===== src/rtl/fp16_mul_sched_if.sv =====
// Request, multiplier and result signals of the FP16 multiplier scheduler.
// The scheduler takes the slave view; requesters and the multiplier take the master view.
interface fp16_mul_sched_if #(
    parameter int N_REQ = 4
);
    logic                 sched_en;
    logic [N_REQ-1:0]     req_valid;
    logic [N_REQ-1:0]     req_ready;
    logic [16*N_REQ-1:0]  req_a;
    logic [16*N_REQ-1:0]  req_b;
    logic [15:0]          mul_data1;
    logic [15:0]          mul_data2;
    logic                 mul_valid;
    logic [15:0]          mul_result;
    logic                 mul_update;
    logic [N_REQ-1:0]     res_valid;
    logic [15:0]          res_data;
    logic                 busy;
    logic                 err;

    modport master (
        output sched_en, req_valid, req_a, req_b, mul_result, mul_update,
        input  req_ready, mul_data1, mul_data2, mul_valid, res_valid, res_data, busy, err
    );

    modport slave (
        input  sched_en, req_valid, req_a, req_b, mul_result, mul_update,
        output req_ready, mul_data1, mul_data2, mul_valid, res_valid, res_data, busy, err
    );
endinterface


===== src/rtl/fp16_mul_sched.sv =====
// Round-robin scheduler sharing one fixed-latency FP16 multiplier among N_REQ requesters;
// a {valid, index} tag pipeline routes each multiplier result back to its requester.
module fp16_mul_sched #(
    parameter int N_REQ   = 4,
    parameter int MUL_LAT = 5
) (
    input logic              clk,
    input logic              rst_n,
    fp16_mul_sched_if.slave  bus
);
    localparam int IW = $clog2(N_REQ);

    logic [IW-1:0]    ptr;
    logic [IW-1:0]    grant_idx;
    logic [N_REQ-1:0] grant;
    logic             found;
    logic             accept;
    int               j;

    logic [MUL_LAT:0] tag_v;
    logic [IW-1:0]    tag_idx [MUL_LAT+1];
    logic             tag_out_v;

    logic [15:0]      mul_data1_q, mul_data2_q, res_data_q;
    logic             mul_valid_q, err_q;
    logic [N_REQ-1:0] res_valid_q;

    // NOTE: every variable gets a default before the search loop so no latch is inferred.
    always_comb begin
        grant     = '0;
        grant_idx = '0;
        found     = 1'b0;
        j         = 0;
        for (int k = 0; k < N_REQ; k++) begin
            j = int'(ptr) + k;
            if (j >= N_REQ) j = j - N_REQ;
            if (!found && bus.req_valid[j]) begin
                found     = 1'b1;
                grant_idx = IW'(j);
            end
        end
        if (bus.sched_en && found) grant[grant_idx] = 1'b1;
    end

    assign accept    = |grant;
    assign tag_out_v = tag_v[MUL_LAT];

    // NOTE: all state below uses non-blocking assignments so every register samples pre-edge values.
    always_ff @(posedge clk or negedge rst_n) begin
        if (!rst_n) begin
            ptr         <= '0;
            tag_v       <= '0;
            mul_valid_q <= 1'b0;
            mul_data1_q <= '0;
            mul_data2_q <= '0;
            res_valid_q <= '0;
            res_data_q  <= '0;
            err_q       <= 1'b0;
        end else begin
            tag_v       <= {tag_v[MUL_LAT-1:0], accept};
            mul_valid_q <= accept;
            if (accept) begin
                ptr         <= (grant_idx == IW'(N_REQ - 1)) ? '0 : grant_idx + 1'b1;
                mul_data1_q <= bus.req_a[16*grant_idx +: 16];
                mul_data2_q <= bus.req_b[16*grant_idx +: 16];
            end
            res_valid_q <= '0;
            if (bus.mul_update && tag_out_v) begin
                res_valid_q[tag_idx[MUL_LAT]] <= 1'b1;
                res_data_q                    <= bus.mul_result;
            end
            if (bus.mul_update != tag_out_v) err_q <= 1'b1;
        end
    end

    // NOTE: the index stages are left unreset; they are only ever read when the matching tag_v bit is set.
    always_ff @(posedge clk) begin
        tag_idx[0] <= grant_idx;
        for (int s = 1; s <= MUL_LAT; s++) tag_idx[s] <= tag_idx[s-1];
    end

    assign bus.req_ready = grant;
    assign bus.mul_data1 = mul_data1_q;
    assign bus.mul_data2 = mul_data2_q;
    assign bus.mul_valid = mul_valid_q;
    assign bus.res_valid = res_valid_q;
    assign bus.res_data  = res_data_q;
    assign bus.busy      = (|tag_v) | (|res_valid_q);
    assign bus.err       = err_q;
endmodule


===== src/flat_wrapper.sv =====
// flat-port wrapper written by rule: the top's interface ports become plain ports
module fp16_mul_sched_flat 
#(
    parameter int N_REQ   = 4,
    parameter int MUL_LAT = 5
)
  (clk, rst_n, bus_sched_en, bus_req_valid, bus_req_a, bus_req_b, bus_mul_result, bus_mul_update, bus_req_ready, bus_mul_data1, bus_mul_data2, bus_mul_valid, bus_res_valid, bus_res_data, bus_busy, bus_err);
  fp16_mul_sched_if #(.N_REQ(N_REQ)) bus_i ();
  input logic clk;
  input logic rst_n;
  input wire logic [$bits(bus_i.sched_en)-1:0] bus_sched_en;
  input wire logic [$bits(bus_i.req_valid)-1:0] bus_req_valid;
  input wire logic [$bits(bus_i.req_a)-1:0] bus_req_a;
  input wire logic [$bits(bus_i.req_b)-1:0] bus_req_b;
  input wire logic [$bits(bus_i.mul_result)-1:0] bus_mul_result;
  input wire logic [$bits(bus_i.mul_update)-1:0] bus_mul_update;
  output wire logic [$bits(bus_i.req_ready)-1:0] bus_req_ready;
  output wire logic [$bits(bus_i.mul_data1)-1:0] bus_mul_data1;
  output wire logic [$bits(bus_i.mul_data2)-1:0] bus_mul_data2;
  output wire logic [$bits(bus_i.mul_valid)-1:0] bus_mul_valid;
  output wire logic [$bits(bus_i.res_valid)-1:0] bus_res_valid;
  output wire logic [$bits(bus_i.res_data)-1:0] bus_res_data;
  output wire logic [$bits(bus_i.busy)-1:0] bus_busy;
  output wire logic [$bits(bus_i.err)-1:0] bus_err;
  assign bus_i.sched_en = bus_sched_en;
  assign bus_i.req_valid = bus_req_valid;
  assign bus_i.req_a = bus_req_a;
  assign bus_i.req_b = bus_req_b;
  assign bus_i.mul_result = bus_mul_result;
  assign bus_i.mul_update = bus_mul_update;
  assign bus_req_ready = bus_i.req_ready;
  assign bus_mul_data1 = bus_i.mul_data1;
  assign bus_mul_data2 = bus_i.mul_data2;
  assign bus_mul_valid = bus_i.mul_valid;
  assign bus_res_valid = bus_i.res_valid;
  assign bus_res_data = bus_i.res_data;
  assign bus_busy = bus_i.busy;
  assign bus_err = bus_i.err;
  fp16_mul_sched #(.N_REQ(N_REQ), .MUL_LAT(MUL_LAT)) u_core (.clk(clk), .rst_n(rst_n), .bus(bus_i));
endmodule

===== config.mk =====
export PLATFORM = sky130hd
export DESIGN_NAME = fp16_mul_sched_flat
export DESIGN_NICKNAME = d
export VERILOG_FILES = /design/src/rtl/fp16_mul_sched_if.sv /design/src/rtl/fp16_mul_sched.sv /design/src/flat_wrapper.sv
export SDC_FILE = /design/constraint.sdc
export NUM_CORES = 1
export LEC_CHECK = 0
export CELL_PAD_IN_SITES_DETAIL_PLACEMENT = 0
export CELL_PAD_IN_SITES_GLOBAL_PLACEMENT = 1
export CORE_MARGIN = 2
export CORE_UTILIZATION = 27
export CTS_CLUSTER_DIAMETER = 40
export CTS_CLUSTER_SIZE = 30
export DETAILED_ROUTE_END_ITERATION = 10
export GPL_TIMING_DRIVEN = 0
export PLACE_DENSITY_LB_ADDON = 0.1
export SYNTH_ARGS = -nofsm -noshare
export SYNTH_HDL_FRONTEND = slang
export SYNTH_SLANG_ARGS = --single-unit

===== constraint.sdc =====
create_clock -name clk -period 3.36 [get_ports clk]
set_clock_uncertainty 0.2 [all_clocks]
set_input_delay 0.672 -clock clk [delete_from_list [all_inputs] [get_ports clk]]
set_output_delay 0.672 -clock clk [all_outputs]
set_load 0.01 [all_outputs]

==> flow_metrics.py <==
metrics = {
    "outcome": {
        "status": "complete, no violations",
    },
    "clocking": {
        "cts_buffers": 9,
        "cts_tree": "yes",
        "clk_pin_slew_ns": 0.06,
        "clkLatencyLatePin_ns": 0.34,
        "clkSinkCount": 73,
        "cts_max_level": 3,
        "clockBufferDepth": 2,
        "clk_root_buffer_cell": "clkbuf_16",
    },
    "critical_path": {
        "path_max_fanout": 10,
        "ff2ff_path_depth": 10,
        "reg2reg_from": "u_core.ptr[0]",
        "cp-end-kind": "output port",
        "cp.required_ns": 2.49,
        "r2r-end": "u_core.bus.mul_data2[6]",
        "critPathLaunchType": "input port",
        "regToRegSetupSlack_ns": 0.61,
        "critPathKind": "input port to output port",
        "arrival_ns": 2.36,
    },
    "die": {
        "die_w_um": 118,
        "die_area_um2": 14000,
        "fp-row-count": 41,
        "initial_core_util_pct": 27.9,
        "die_height_um": 118,
        "core_um2": 12700,
        "ios": 211,
    },
    "place": {
        "portBuffers": 210,
        "dp_hpwl_um": 9070,
        "gp_congestion": 0.776,
        "post-place-cells": 700,
    },
    "route": {
        "viasPerCell": 4.78,
        "drt_wl_total_um": 12300,
        "dr.pass1.iters": 4,
        "post_drt_wl_per_cell_um": 17.1,
        "postRouteAntennaNets": 0,
        "vias": 3448,
        "drc_errors": 0,
        "drtIter0Drc": 157,
    },
    "pwr": {
        "irDropWorstVdd_v": 0.000279,
        "p_leak_nw": 2.53,
        "swShare_pct": 33.9,
        "power_frac_comb_pct": 47.1,
        "power.density_nw_per_um2": 746,
        "p_int_mw": 3.09,
        "switchingPower_mw": 1.59,
        "p_seq_share_pct": 31.3,
        "clkPwrFrac_pct": 21.6,
    },
    "synthesis": {
        "synth_top_area_share_pct": 43.2,
        "synth_edf_count": 0,
        "synth_common_cells": "dfrtp_1, mux2_2, nand3_1, o21ai_0",
        "ys_async_sr_fraction_pct": 83.6,
        "synth_cell_types": 33,
        "synth_warnings": 0,
        "ys_top_cells_by_area": "dfrtp_1, mux2_2, a221o_1",
        "synth_seq_cells": 73,
        "syn_nets": 472,
        "synth_ff_type": "dfrtp_1",
        "synth-seq-area-share_pct": 50.1,
        "synthCells": 318,
        "post-synth-top-count-cell": "dfrtp_1",
        "yosysTopAreaCell": "dfrtp_1",
        "syn_avg_cell_area_um2": 11.1,
        "netlist_area_um2": 3530,
    },
    "hold_path": {
        "hp-start": "u_core.tag_idx[3][0]",
        "hp-class": "flop to flop",
        "hold_end": "u_core.tag_idx[4][0]",
        "min_path_cells": 0,
    },
    "job": {
        "max_cap_viol_count": 0,
    },
    "global_route": {
        "grt_pass1_vias": 3707,
        "grt_max_degree": 62,
        "antenna_found_initial": 0,
        "grt_overflow_total": 0,
        "grt_pass1_wl_um": 19600,
        "gr-usage-all-layers_pct": 17.9,
    },
    "finish": {
        "final_net_count": 699,
        "fin_cells": 722,
        "area_growth_syn_to_layout_pct": 77.9,
        "n_antenna_cell": 0,
        "drive_gt1_share_pct": 17.3,
    },
    "sta": {
        "setup-tns-final_ns": 0,
        "maxSlewViolCount": 0,
        "hold_ws_ns": 0.122,
        "slew_headroom_pct": 47.4,
        "max_freq_ghz": 0.310,
        "hold_viol": 0,
        "rsz0062_at_grt": "no",
        "setup_viol": 0,
        "worst_slew_pin_slew_ns": 0.790,
        "post-route-period-util_pct": 96.1,
        "fin_crit_ns": 3.23,
    },
}
[cell type report]
class | instances | area, µm²
Buffer | 28 | 169
Clock buffer | 9 | 225
Clock inverter | 7 | 86.3
Fill cell | 1232 | 6390
Inverter | 4 | 15.0
Multi-Input combinational cell | 213 | 1660
Sequential cell | 73 | 1770
Tap cell | 172 | 215
Timing Repair Buffer | 216 | 2140
[worst max-delay path: stages]
cell and delay, ns:
clkdlybuf4s15_1 0.36, nor2b_4 0.09, a211oi_4 0.25, buf_4 0.16, clkbuf_8 0.15, nor2_1 0.05, ha_1 0.19, and2_1 0.14
dlygate4sd2_1 0.28
[flip-flops by register name, indices dropped and copies added, names as in the netlist]
| register | count |
|---|---|
| u_core.tag_idx | 12 |
| u_core.bus.res_data | 16 |
| u_core.tag_v | 6 |
| u_core.bus.mul_data1 | 16 |
| u_core.bus.res_valid | 4 |
| u_core.bus.err | 1 |
| u_core.bus.mul_data2 | 16 |
| u_core.ptr | 2 |
[cells in the final DEF, fill, tap and decap left out, types with 8 or more instances in the layout]
cell             instances
buf_4                    8
clkbuf_1                15
dfrtp_1                 61
clkdlybuf4s50_1        201
a221o_1                 32
mux2_2                  48
nand3_1                 33
a21oi_1                 32
o21ai_0                 32
dfxtp_1                 12
clkbuf_16                9
[worst max path at each step]
stage / start / to / depth (start not counted)
after detailed placement: bus_req_valid[1] / u_core.bus.mul_data2[1] / 10
after floorplan: bus_req_valid[2] / u_core.bus.mul_data1[10] / 9
final: bus_req_valid[1] / bus_req_ready[2] / 9
after CTS: bus_req_valid[0] / bus_req_ready[2] / 9
after global placement: bus_req_valid[1] / u_core.bus.mul_data1[10] / 10
after global routing: bus_req_valid[1] / bus_req_ready[2] / 9
[kinds of logic (layout without fill, tap and decap cells)]
family	after synthesis	in the layout	synth area share, %
adder cells (fa/ha/maj)	2	2	0.709
flip-flops	73	73	50.1
buffers and inverters	32	264	4.25
AND/OR/NAND/NOR	55	55	8.33
AO/OA/AOI/OAI	107	107	21.1
multiplexers	49	49	15.6
[power by group through the flow]
stage               clock [mW]  combinational, mW  sequential, mW
CTS                       1.04               2.25            1.47
detailed placement           0               2.18            1.46
global route              1.08               2.41            1.51
floorplan                    0              0.963            1.58
global placement             0               2.16            1.45
finish                    1.01               2.21            1.46
[per-layer routing]
| layer | part of all wire [%] | track usage, % | up-vias |
|---|---|---|---|
| met4 | 1.8 | 5.80 | 0 |
| met2 | 47 | 29.1 | 148 |
| met1 | 42 | 21.8 | 1623 |
| li1 | - | - | 1662 |
| met3 | 9.1 | 6.56 | 15 |
| met5 | 0 | 0 | - |
[metrics by stage]
stage	setup slack, ns	utilization (%)	cell area, µm²	power (mW)
final	0.131	49.6	6280	4.68
after global routing	0.0166	49.6	6280	5.00
after CTS	-0.0227	49.5	6270	4.75
after detailed placement	-0.802	46.1	5840	3.64
after global placement	-0.771	46.1	5850	3.61
after floorplan	0.418	-	3530	2.54
[timing repair]
action                                  in CTS  in global routing
buffers inserted                             6                  0
endpoints found under the setup margin      38                 34
resized for setup                           29                  4
hold buffers                                 0                  0
pin swaps                                    4                  0
hold endpoints to repair                     0                  0
Power figures use the tool's default switching activity.
